===== src/rtl/frame_reader_if.sv =====
// Memory-read and pixel-stream signals of frame_reader, bundled for port use.
// master = the frame reader; slave = image memory plus downstream consumer.
interface frame_reader_if #(
   parameter int unsigned ColorBits = 3
);
   logic                 start;
   logic [8:0]           XRead;
   logic [7:0]           YRead;
   logic [ColorBits-1:0] ReadValue;
   logic [ColorBits-1:0] pixel_data;
   logic                 pixel_valid;
   logic                 pixel_ready;
   logic                 pixel_last;
   logic                 busy;
   logic                 done;

   modport master (
      input  start, ReadValue, pixel_ready,
      output XRead, YRead, pixel_data, pixel_valid, pixel_last, busy, done
   );

   modport slave (
      output start, ReadValue, pixel_ready,
      input  XRead, YRead, pixel_data, pixel_valid, pixel_last, busy, done
   );
endinterface


===== src/rtl/frame_reader.sv =====
// Streams one Width x Height frame in raster order from a 1-cycle-latency image memory
// through a 2-entry output FIFO with valid/ready backpressure.
module frame_reader #(
   parameter int unsigned Width     = 5,
   parameter int unsigned Height    = 10,
   parameter int unsigned ColorBits = 3
) (
   input logic            clk,
   input logic            rst_n,
   frame_reader_if.master bus
);

   localparam logic [8:0] XMax = 9'(Width - 1);
   localparam logic [7:0] YMax = 8'(Height - 1);

   typedef enum logic [1:0] {StIdle, StStream, StDrain} state_e;

   state_e state_q, state_d;

   logic [8:0]                x_q, x_d;
   logic [7:0]                y_q, y_d;
   logic                      inflight_q, inflight_d;
   logic                      inflight_last_q, inflight_last_d;
   logic [1:0][ColorBits-1:0] fifo_data_q, fifo_data_d;
   logic [1:0]                fifo_last_q, fifo_last_d;
   logic                      rd_ptr_q, rd_ptr_d;
   logic                      wr_ptr_q, wr_ptr_d;
   logic [1:0]                cnt_q, cnt_d;
   logic                      done_q, done_d;

   logic       issue;
   logic       push;
   logic       pop;
   logic       last_addr;
   logic       head_valid;
   logic       head_last;
   logic [2:0] occ;

   assign head_valid = (cnt_q != 2'd0);
   assign head_last  = fifo_last_q[rd_ptr_q];
   assign pop        = head_valid & bus.pixel_ready;
   assign push       = inflight_q;
   assign last_addr  = (x_q == XMax) && (y_q == YMax);
   // Buffered plus in-flight pixels, net of this cycle's pop; a new read must still fit.
   assign occ        = {1'b0, cnt_q} + {2'b00, inflight_q} - {2'b00, pop};

   // State register
   always_ff @(posedge clk or negedge rst_n) begin
      if (!rst_n) begin
         state_q <= StIdle;
      end else begin
         state_q <= state_d;
      end
   end

   // Next-state logic
   always_comb begin
      state_d = state_q;
      unique case (state_q)
         StIdle:   if (bus.start) state_d = StStream;
         StStream: if (issue && last_addr) state_d = StDrain;
         StDrain:  if (pop && head_last) state_d = StIdle;
         default:  state_d = StIdle;
      endcase
   end

   // FSM outputs
   always_comb begin
      bus.busy = (state_q != StIdle);
      issue    = (state_q == StStream) && (occ < 3'd2);
   end

   // Address counters, in-flight tracking and FIFO next state
   always_comb begin
      x_d = x_q;
      y_d = y_q;
      if (issue) begin
         if (x_q == XMax) begin
            x_d = '0;
            y_d = (y_q == YMax) ? 8'd0 : y_q + 8'd1;
         end else begin
            x_d = x_q + 9'd1;
         end
      end

      inflight_d      = issue;
      inflight_last_d = issue & last_addr;

      fifo_data_d = fifo_data_q;
      fifo_last_d = fifo_last_q;
      wr_ptr_d    = wr_ptr_q;
      if (push) begin
         fifo_data_d[wr_ptr_q] = bus.ReadValue;
         fifo_last_d[wr_ptr_q] = inflight_last_q;
         wr_ptr_d              = ~wr_ptr_q;
      end
      rd_ptr_d = pop ? ~rd_ptr_q : rd_ptr_q;
      cnt_d    = cnt_q + {1'b0, push} - {1'b0, pop};
      done_d   = pop & head_last;
   end

   always_ff @(posedge clk or negedge rst_n) begin
      if (!rst_n) begin
         x_q             <= '0;
         y_q             <= '0;
         inflight_q      <= 1'b0;
         inflight_last_q <= 1'b0;
         fifo_data_q     <= '0;
         fifo_last_q     <= '0;
         rd_ptr_q        <= 1'b0;
         wr_ptr_q        <= 1'b0;
         cnt_q           <= '0;
         done_q          <= 1'b0;
      end else begin
         x_q             <= x_d;
         y_q             <= y_d;
         inflight_q      <= inflight_d;
         inflight_last_q <= inflight_last_d;
         fifo_data_q     <= fifo_data_d;
         fifo_last_q     <= fifo_last_d;
         rd_ptr_q        <= rd_ptr_d;
         wr_ptr_q        <= wr_ptr_d;
         cnt_q           <= cnt_d;
         done_q          <= done_d;
      end
   end

   assign bus.XRead       = x_q;
   assign bus.YRead       = y_q;
   assign bus.pixel_valid = head_valid;
   assign bus.pixel_data  = head_valid ? fifo_data_q[rd_ptr_q] : '0;
   assign bus.pixel_last  = head_valid & head_last;
   assign bus.done        = done_q;

endmodule


===== src/flat_wrapper.sv =====
// flat-port wrapper written by rule: the top's interface ports become plain ports
module frame_reader_flat 
#(
   parameter int unsigned Width     = 5,
   parameter int unsigned Height    = 10,
   parameter int unsigned ColorBits = 3
)
  (clk, rst_n, bus_start, bus_ReadValue, bus_pixel_ready, bus_XRead, bus_YRead, bus_pixel_data, bus_pixel_valid, bus_pixel_last, bus_busy, bus_done);
  frame_reader_if #(.ColorBits(ColorBits)) bus_i ();
  input logic clk;
  input logic rst_n;
  input wire logic [$bits(bus_i.start)-1:0] bus_start;
  input wire logic [$bits(bus_i.ReadValue)-1:0] bus_ReadValue;
  input wire logic [$bits(bus_i.pixel_ready)-1:0] bus_pixel_ready;
  output wire logic [$bits(bus_i.XRead)-1:0] bus_XRead;
  output wire logic [$bits(bus_i.YRead)-1:0] bus_YRead;
  output wire logic [$bits(bus_i.pixel_data)-1:0] bus_pixel_data;
  output wire logic [$bits(bus_i.pixel_valid)-1:0] bus_pixel_valid;
  output wire logic [$bits(bus_i.pixel_last)-1:0] bus_pixel_last;
  output wire logic [$bits(bus_i.busy)-1:0] bus_busy;
  output wire logic [$bits(bus_i.done)-1:0] bus_done;
  assign bus_i.start = bus_start;
  assign bus_i.ReadValue = bus_ReadValue;
  assign bus_i.pixel_ready = bus_pixel_ready;
  assign bus_XRead = bus_i.XRead;
  assign bus_YRead = bus_i.YRead;
  assign bus_pixel_data = bus_i.pixel_data;
  assign bus_pixel_valid = bus_i.pixel_valid;
  assign bus_pixel_last = bus_i.pixel_last;
  assign bus_busy = bus_i.busy;
  assign bus_done = bus_i.done;
  frame_reader #(.Width(Width), .Height(Height), .ColorBits(ColorBits)) u_core (.clk(clk), .rst_n(rst_n), .bus(bus_i));
endmodule

===== config.mk =====
export PLATFORM = sky130hd
export DESIGN_NAME = frame_reader_flat
export DESIGN_NICKNAME = d
export VERILOG_FILES = /design/src/rtl/frame_reader_if.sv /design/src/rtl/frame_reader.sv /design/src/flat_wrapper.sv
export SDC_FILE = /design/constraint.sdc
export NUM_CORES = 1
export LEC_CHECK = 0
export ABC_AREA = 1
export CELL_PAD_IN_SITES_DETAIL_PLACEMENT = 0
export CELL_PAD_IN_SITES_GLOBAL_PLACEMENT = 1
export CORE_ASPECT_RATIO = 0.5
export CORE_UTILIZATION = 38
export CTS_CLUSTER_SIZE = 30
export DETAILED_ROUTE_END_ITERATION = 8
export PLACE_DENSITY = 0.8
export SYNTH_ARGS = -nofsm -noshare
export SYNTH_HDL_FRONTEND = slang
export SYNTH_SLANG_ARGS = --single-unit
export TNS_END_PERCENT = 1

===== constraint.sdc =====
create_clock -name clk -period 2.9 [get_ports clk]
set_input_delay 0.435 -clock clk [delete_from_list [all_inputs] [get_ports clk]]
set_output_delay 0.435 -clock clk [all_outputs]
set_load 0.02 [all_outputs]

==> summary.txt <==
Outcome
  • Status: completed

Setup path
  • Worst setup SP type: input port
  • CP Data Required Time: 3.13 ns
  • Worst-path maximum fanout: 14
  • CP cell instances: clkdlybuf4s50_1 -> inv_1 -> nor2_1 -> ha_1 -> inv_1 -> ha_1 -> fa_1 -> inv_1 -> nand3_1 -> nor2_2 -> nand2_4 -> inv_1 -> nand2_1 -> nand2_1
  • Reg2reg path depth: 13
  • Critical-path top delay cell: fa_1
  • R2R Path Start: u_core.cnt_q[1]$_DFF_PN0_
  • Crit end category: register
  • Most used cell, CP: inv_1
  • Setup CP Type: in2reg
  • FF-to-FF End: u_core.bus.YRead[3]$_DFFE_PN0P_
  • CP max stage delay: 0.46 ns
  • Worst EP arrival: 2.78 ns
  • Worst R2R Setup Slack: 0.43 ns

Logic synthesis
  • Sequential area share after synthesis: 44.4%
  • Ys async rst share: 100%
  • Yosys warning count: 0
  • Netlist cell types: 25
  • Post-Syn Area: 1920 um2
  • Primary FF master, synth: dfrtp_1
  • Post-synth top area share: 44.4%
  • Cells after synthesis: 258
  • Mapped Nets: 272
  • Area contributors post-synth: dfrtp_1 44%, nand2_1 20%, inv_1 7.4%, ha_1 3.9%, nor2_1 3.7%
  • Avg Cell Area, Syn: 7.42 um2
  • EDFF count, synth: 0
  • Synthesized flop and latch total: 34
  • Most area-hungry cell type in the Yosys netlist: dfrtp_1

Layout
  • Final Cell Area: 2400 um2
  • Final core occ: 52.0%
  • Reg area: 851 um2
  • Antenna diodes: 0
  • Commonest non-fill, non-tap cell in the layout: nand2_1
  • Multi-input gate area: 885 um2
  • Final nets: 311
  • Layout cells sized above 1: 8.05%
  • Area Growth Syn to Fin: 25.3%
  • Commonest cells after routing, fill and taps aside: 101 x nand2_1, 38 x inv_1, 34 x dfrtp_1
  • Fillers: 476

Die
  • Die Y: 52.2 um
  • Die Width: 102 um
  • Row cnt: 17
  • Core area: 4620 um2
  • Initial Util: 41.5%
  • Die ar.: 5350 um2
  • I/O pins: 31

Timing
  • Setup_tns: 0 ns
  • Final Critical Period: 2.55 ns
  • Fin crit share: 88.0%
  • Rel. slew slack: 71.1%
  • Slew Viols, Final: 0
  • Final Hold Vio Count: 0
  • RSZ-0062 raised after global routing: no
  • # setup viols final: 0
  • Setup Skew: 0.00486 ns
  • Highest clock rate: 0.392 GHz
  • Actual slew at the worst max-slew pin: 0.434 ns

Hold path
  • WHS Path Cells: 2
  • Hold endpoint: u_core.fifo_data_q[3]$_DFFE_PN0P_
  • Hold Crit Class: reg2reg
  • Worst min-delay path startpoint: u_core.fifo_data_q[3]$_DFFE_PN0P_

Detailed routing
  • Vias per Instance: 4.43
  • Vias: 1611
  • Final wirelength: 3820 um
  • Drt first pass iters: 4
  • Remaining antenna violation count: 0
  • Wire per inst: 10.5 um
  • DRT iter0 DRCs: 55
  • Drc violations: 0

Clocking
  • H-tree depth: 2
  • Clock Latency Late Sink: 0.28 ns
  • Clk sinks: 34
  • Inserted Clock Buffers: 5
  • Post-CTS Setup Inserts: 0
  • Clock Tree Buf Depth: 2
  • CTS clk-pin slew, worst paths: 0.07 ns
  • CTS Hold Bufs: 0
  • Root Driver: clkbuf_8
  • Cts repair resizes: 0
  • CTS tree: yes

Power and ir drop
  • Switching share of power: 42.2%
  • Sequential share of power: 34.8%
  • Peak VDD IR: 284 uV
  • Clk pwr share: 17.2%
  • Logic pwr share: 47.9%
  • Power Density: 871 nW/um2
  • Internal: 1.21 mW
  • P_leak: 1.25 nW
  • Switch Pwr: 0.882 mW
  • Total chip power: 2.09 mW

Placed design
  • Dpl hpwl: 2840 um
  • # port buffers: 30
  • DP Area: 2310 um2
  • Gp weighted congestion: 0.791

Global routing
  • Initial antenna violation count: 0
  • Vias in the first global route: 1460
  • GRT Total Usage: 16.8%
  • First-pass GRT wire length: 6690 um
  • Total gr overflow: 0
  • Pin count of the biggest net entering global routing: 35

Flow run
  • Total of max-cap violations: 0
synth_stat cells, types with 2 or more instances:
cell type,n
xor2_1,2
o21ai_1,3
nand2_1,101
inv_2,3
nand3_1,13
nand4_1,4
dfrtp_1,34
nand3b_1,2
inv_1,38
o21ai_0,12
xnor2_1,2
buf_6,2
o21bai_1,2
a21oi_1,4
o21ai_2,2
nor2_1,19
nand2_4,2
ha_1,6
critical path: cells and delay by family:
| family | cells | cell delay, ns |
|---|---|---|
| buffers and inverters | 5 | 0.74 |
| AND/OR/NAND/NOR | 6 | 0.73 |
| adder cells (fa/ha/maj) | 3 | 0.87 |
registers in the layout, indices dropped and copies added, names as in the netlist:
name                    count
u_core.inflight_last_q      1
u_core.rd_ptr_q             1
u_core.fifo_data_q          6
u_core.fifo_last_q          2
u_core.bus.done             1
u_core.wr_ptr_q             1
u_core.state_q              2
u_core.inflight_q           1
u_core.cnt_q                2
u_core.bus.XRead            9
u_core.bus.YRead            8
power groups by stage:
stage | Clock (mW) | Combinational [mW] | Sequential [mW]
after global placement | 0 | 0.992 | 0.733
after global routing | 0.393 | 1.13 | 0.754
final | 0.360 | 1.00 | 0.728
after floorplan | 0 | 0.638 | 0.759
after CTS | 0.373 | 1.02 | 0.728
after detailed placement | 0 | 1.01 | 0.735
how the worst max path moves through the flow:
stage / slack (ns) / cells after the start / end / from
after floorplan: 0.43 / 13 / u_core.state_q[0]$_DFFE_PN0P_ / u_core.cnt_q[1]$_DFF_PN0_
after global placement: 0.13 / 14 / u_core.bus.YRead[3]$_DFFE_PN0P_ / bus_pixel_ready
after detailed placement: 0.04 / 14 / u_core.bus.YRead[3]$_DFFE_PN0P_ / bus_pixel_ready
after CTS: 0.33 / 14 / u_core.bus.YRead[3]$_DFFE_PN0P_ / bus_pixel_ready
after global routing: 0.18 / 14 / u_core.bus.YRead[2]$_DFFE_PN0P_ / bus_pixel_ready
final: 0.35 / 14 / u_core.bus.YRead[3]$_DFFE_PN0P_ / bus_pixel_ready
through the flow:
| stage | cells | worst slack [ns] | hold WS, ns |
|---|---|---|---|
| 5_1_grt | 364 | 0.182 | 0.519 |
| 2_1_floorplan | 258 | 0.433 | 0.139 |
| 3_3_place_gp | 356 | 0.133 | 0.466 |
| 3_5_place_dp | 356 | 0.0365 | 0.473 |
| 4_1_cts | 364 | 0.331 | 0.491 |
| 6_report | 364 | 0.349 | 0.487 |
layout make-up:
cell class	instances	share of cell area, %
tap	66	3.44
multi-input combinational	180	36.8
inverter	41	6.41
sequential	34	35.4
timing repair buffer	35	14.1
clock buffer	7	3.60
clock inverter	1	0.208
cells by family (layout without fill, tap and decap cells):
| kind of cell | after synthesis | after routing | share of synthesized area, % |
|---|---|---|---|
| AO/OA/AOI/OAI | 23 | 23 | 6.66 |
| XOR/XNOR | 4 | 4 | 1.83 |
| AND/OR/NAND/NOR | 146 | 146 | 32.7 |
| buffers and inverters | 44 | 84 | 9.41 |
| flip-flops | 34 | 34 | 44.4 |
| adder cells (fa/ha/maj) | 7 | 7 | 4.96 |
per-layer routing:
layer / GRT usage, % / routed length, um / share of wire [%] / up-vias
li1: - / - / - / 874
met1: 23.4 / 2090 / 55 / 709
met2: 25.5 / 1570 / 41 / 23
met3: 4.40 / 126 / 3.3 / 5
met4: 5.71 / 38 / 1.0 / 0
met5: 0 / 0 / 0 / -
Power figures use the tool's default switching activity.
==> patch 1: new RTL, same flow settings <==
`ColorBits` is set to 3 in 3 places; all go to 2.
--- a/src/rtl/frame_reader_if.sv
+++ b/src/rtl/frame_reader_if.sv
@@ -1,7 +1,7 @@
 // Memory-read and pixel-stream signals of frame_reader, bundled for port use.
 // master = the frame reader; slave = image memory plus downstream consumer.
 interface frame_reader_if #(
-   parameter int unsigned ColorBits = 3
+   parameter int unsigned ColorBits = 2
 );
    logic                 start;
    logic [8:0]           XRead;
--- a/src/rtl/frame_reader.sv
+++ b/src/rtl/frame_reader.sv
@@ -3,7 +3,7 @@
 module frame_reader #(
    parameter int unsigned Width     = 5,
    parameter int unsigned Height    = 10,
-   parameter int unsigned ColorBits = 3
+   parameter int unsigned ColorBits = 2
 ) (
    input logic            clk,
    input logic            rst_n,
--- a/src/flat_wrapper.sv
+++ b/src/flat_wrapper.sv
@@ -3,7 +3,7 @@
 #(
    parameter int unsigned Width     = 5,
    parameter int unsigned Height    = 10,
-   parameter int unsigned ColorBits = 3
+   parameter int unsigned ColorBits = 2
 )
   (clk, rst_n, bus_start, bus_ReadValue, bus_pixel_ready, bus_XRead, bus_YRead, bus_pixel_data, bus_pixel_valid, bus_pixel_last, bus_busy, bus_done);
   frame_reader_if #(.ColorBits(ColorBits)) bus_i ();
Ports: changed (resized bus_ReadValue and bus_pixel_data); port bits go from 31 to 29. The function was not compared with the original's and may differ.
==> patch 1 against the original RTL <==
- sequential cell count down 2
- routed wire length down 5.8%
- cell area down 6.0%
- first-iteration DRC count down 40%
- critical endpoint is now u_core.bus.YRead[1]$_DFFE_PN0P_
- synthesized area down 6.0%
- setup slack worse by 38 ps
- total power down 3.0%
- register-to-register slack worse by 70 ps
- largest cell class unchanged
- via count down 3.2%
- synthesized cell count down 4.7%
- non-clock buffer count down 2
==> patch 1: results (changes against the original RTL) <==
----------------------------------------------------
[Drt]
  Total Routed Length ... 3600 um (-5.8%)
  Detailed-routing iteration count for the pre-antenna-repair pass ... 5 (+1)
  Total vias in the final route ... 1560 (-3.2%)
  Number of DRC violations after detailed-routing iteration 0 ... 33 (-40%)

[Yosys]
  Net count after synthesis ... 259 (-4.8%)
  Top area cells in the synthesized netlist ... dfrtp_1, nand2_1, inv_1
  YS warnings ... 0 (unchanged)
  Post-synthesis sequential area ratio ... 0.445 (+0.000599)
  Netlist cell types ... 24 (-4.0%)
  Commonest cells post-synth ... nand2_1, inv_1, dfrtp_1

[Global route]
  Vias in the first global route ... 1397 (-4.3%)
  Pin count of the biggest net entering global routing ... 33 (-5.7%)
  Overall track demand over capacity in global routing ... 0.167 (-0.00174)
  Wire length of the first global-routing pass ... 6430 um (-3.8%)

[STA]
  Max Clock Skew ... 3.18 ps (-1.69 ps)
  Least-Margin Pin Slew ... 398 ps (-36.2 ps)

[Clock tree]
  # H-tree levels ... 2 (unchanged)
  Clk_lat worst skew ... 270 ps
  CTS resizes ... 0 (unchanged)

[Status]
  Run status ... finished clean

[Power and ir drop]
  Int Pwr ... 1.18 mW (-2.7%)
  VDD IR-drop max ... 0.439 mV (+54%)
  Lkg Pwr ... 1.17 nW (-6.8%)

[Cells and area]
  Share of post-route cells with drive strength above 1 ... 0.0739 (-0.00659)
  Net total in the final layout ... 296 (-4.8%)
  Count of filler cells inserted in the layout ... 443 (-6.9%)

[Min path]
  Min-delay worst type ... reg2reg
  Worst hold path cell count ... 2 (unchanged)

[Placement]
  Count of input and output buffers ... 28 (-6.7%)
  RePlAce Congestion ... 0.851 (+7.6%)
  Detail Placement HPWL ... 2720 um (-4.2%)

[Setup path]
  Top fanout value on the critical path ... 12 (-2)
  Arrival time at the worst endpoint ... 2810 ps (+30 ps)

----------------------------------------------------
## patch 1: cell types whose count changed after synthesis, sizes merged
cell / delta
nand2: -5
inv: -4
nand3: +4
o21ai: -4
dfrtp: -2
a21oi: -1
clkinv: +1
nand3b: -1
## patch 1: power by group through the flow
stage	logic [mW]	clock network [mW]	registers (mW)
finish	0.983	0.342	0.704
global route	1.11	0.380	0.729
CTS	0.995	0.358	0.705
detailed placement	0.988	0	0.711
global placement	0.973	0	0.710
floorplan	0.594	0	0.747
## patch 1: layout make-up
type / instances / area share
Multi-Input combinational cell: 173 / 0.370
Sequential cell: 32 / 0.355
Timing Repair Buffer: 33 / 0.141
Inverter: 38 / 0.0632
Clock buffer: 8 / 0.0399
Tap cell: 57 / 0.0316
## patch 1: worst max-delay path: stages
cell	delay [ps]
clkdlybuf4s50_1	450
inv_1	40
nor2_1	130
ha_1	250
inv_1	60
ha_1	150
fa_1	420
inv_1	100
nand3_1	120
nor2_4	170
nand2_2	180
inv_1	170
nand2_1	70
nand2_1	60
## patch 1: cells by family after synthesis
kind of cell | Yosys count | synth area share
flops | 32 | 0.445
simple gates | 144 | 0.334
fa+ha+maj | 7 | 0.0528
compound gates | 18 | 0.0570
xor+xnor | 4 | 0.0195
buf+inv | 41 | 0.0917
## patch 1: per-layer routing
metal	global-route usage	share of wire
met3	0.0474	0.048
met2	0.256	0.42
met4	0.0515	0.012
met5	0	0
met1	0.229	0.52
## patch 1: worst paths after layout
path                                                   start                                 to  slack [ps]
min in group asynchronous                              rst_n          u_core.bus.done$_DFF_PN0_         550
setup reg to reg                   u_core.cnt_q[1]$_DFF_PN0_    u_core.bus.YRead[1]$_DFFE_PN0P_         360
hold / removal             u_core.fifo_last_q[1]$_DFFE_PN0P_  u_core.fifo_last_q[1]$_DFFE_PN0P_         480
max in group asynchronous                              rst_n    u_core.bus.YRead[4]$_DFFE_PN0P_        2060
hold reg to reg            u_core.fifo_last_q[1]$_DFFE_PN0P_  u_core.fifo_last_q[1]$_DFFE_PN0P_         480
setup / recovery                             bus_pixel_ready    u_core.bus.YRead[1]$_DFFE_PN0P_         310
## patch 1: through the flow
stage	hold WS, ps	cells	area (um2)	power [mW]	setup slack (ps)
6_report	484	341	2260	2.03	311
5_1_grt	511	341	2260	2.22	105
4_1_cts	489	341	2260	2.06	304
3_5_place_dp	473	333	2170	1.70	28.2
3_3_place_gp	471	333	2170	1.68	66.0
2_1_floorplan	139	246	1800	1.34	478
==> patch 2: new RTL, same flow settings <==
Made on the original files. Encoding of `state_e`: now one-hot (3 bits for 3 states).
--- a/src/rtl/frame_reader.sv
+++ b/src/rtl/frame_reader.sv
@@ -13,7 +13,7 @@
    localparam logic [8:0] XMax = 9'(Width - 1);
    localparam logic [7:0] YMax = 8'(Height - 1);
 
-   typedef enum logic [1:0] {StIdle, StStream, StDrain} state_e;
+   typedef enum logic [2:0] {StIdle = 3'b001, StStream = 3'b010, StDrain = 3'b100} state_e;
 
    state_e state_q, state_d;
 
Formal check against the unedited RTL: same outputs for any inputs over 10 cycles, from zero or initial values and one cycle with rst_n low; not proved beyond that.
==> patch 2 against the original RTL <==
- die area increased by 0.12%
- routed wire length increased by 2.3%
- synthesized cell count decreased by 3.1%
- sequential share of layout area increased by 0.68 points
- setup slack improved by 35 ps
- largest cell class unchanged
- global-route usage decreased by 0.22 points
- worst hold slack improved by 5.9 ps
- total power increased by 0.41%
- cell area increased by 1.1%
- via count increased by 2.2%
- clock power increased by 21%
- sequential cell count increased by 1
- highest routed layer unchanged
- synthesized area increased by 0.13%
==> patch 2: results (changes against the original RTL) <==
----------------------------------------------------
[Status]
  Run status ... finished clean

[STA]
  Final critical-path setup slack ... 384 ps (+34.6 ps)
  Relative slew margins ... 0.700 (-0.0106)
  Max Clock Skew ... 6.29 ps (+1.43 ps)
  Min Hold Slack ... 493 ps (+5.94 ps)

[Power and ir drop]
  VDD IR-drop max ... 0.382 mV (+34%)

[Placement]
  Cell count after placement ... 348 (-2.2%)
  RePlAce Congestion ... 0.835 (+5.6%)
  Worst setup timing slack at the placement stage ... 70.6 ps (+34.1 ps)
  Detail Placement HPWL ... 2870 um (+1.2%)
  Total placed instance area ... 2320 um2 (+0.27%)

[Setup path]
  Endpoint of the worst-slack reg-to-reg timing path ... u_core.bus.YRead[7]$_DFFE_PN0P_
  Top fanout value on the critical path ... 16 (+2)
  Delay-heaviest family, CP ... simple AND/OR/NAND/NOR gates
  Arrival time at the worst endpoint ... 2690 ps (-90 ps)
  Crit path max-delay cell type ... clkdlybuf4s50_1
  Register-to-Register Path Depth ... 12 (-1)

[Drt]
  Final routed wire length divided by cell count ... 11.0 um (+4.6%)
  Total vias in the final route ... 1646 (+2.2%)
  Total Routed Length ... 3910 um (+2.3%)
  Number of DRC violations after detailed-routing iteration 0 ... 30 (-45%)

[Min path]
  Startpoint of the lowest-slack hold path ... u_core.fifo_last_q[1]$_DFFE_PN0P_

[Global route]
  Wire length of the first global-routing pass ... 6730 um (+0.61%)
  Overall track demand over capacity in global routing ... 0.166 (-0.00219)
  Pin count of the biggest net entering global routing ... 36 (+2.9%)
  Vias in the first global route ... 1508 (+3.3%)

[Yosys]
  Cell count after synthesis ... 250 (-3.1%)
  Netlist cell types ... 26 (+4.0%)
  Post-synthesis sequential area ratio ... 0.457 (+0.0131)
  Top area cells in the synthesized netlist ... dfrtp_1, nand2_1, inv_1

[Cells and area]
  #MultiIn Comb ... 176 (-2.2%)
  Count of filler cells inserted in the layout ... 462 (-2.9%)
  Flip-flop and latch share of the layout cell area ... 0.361 (+0.00680)
  Share of the core filled with cells in the final layout ... 0.526 (+0.00596)
  Inverters ... 37 (-9.8%)
  Non-clock buffer contribution to total cell area ... 0.136 (-0.00469)

[Clock tree]
  TritonCTS Sinks ... 35 (+2.9%)

----------------------------------------------------
-- patch 2: cell types whose count changed in the layout (fill, tap and decap cells not counted), moves of 2 or more --
cell and delta:
or2_2 +2, xor2_1 +2, nand2_4 -2, nor2_1 +2
nand2_1 -13, nor3_1 +5, o21ai_2 -2, inv_1 -4
nor2_2 +2
-- patch 2: routing by layer --
layer,GRT usage,vias to the layer above,routed length [um]
met4,0.0429,0,29
met2,0.272,30,1740
li1,-,849,-
met5,0,-,0
met3,0.0480,4,178
met1,0.217,763,1960
-- patch 2: logic make-up after synthesis --
kind of cell	Yosys count	synth area share
and+or+nand+nor	142	0.326
DFF	35	0.457
adders and majority gates	7	0.0496
buffers and inverters	39	0.0815
xor gates and xnor gates	7	0.0320
AOI/OAI and AO/OA	20	0.0535
-- patch 2: power by group --
part	switching [mW]	internal (mW)
logic	0.511	0.382
clock network	0.182	0.256
registers	0.136	0.635
total	0.828	1.27
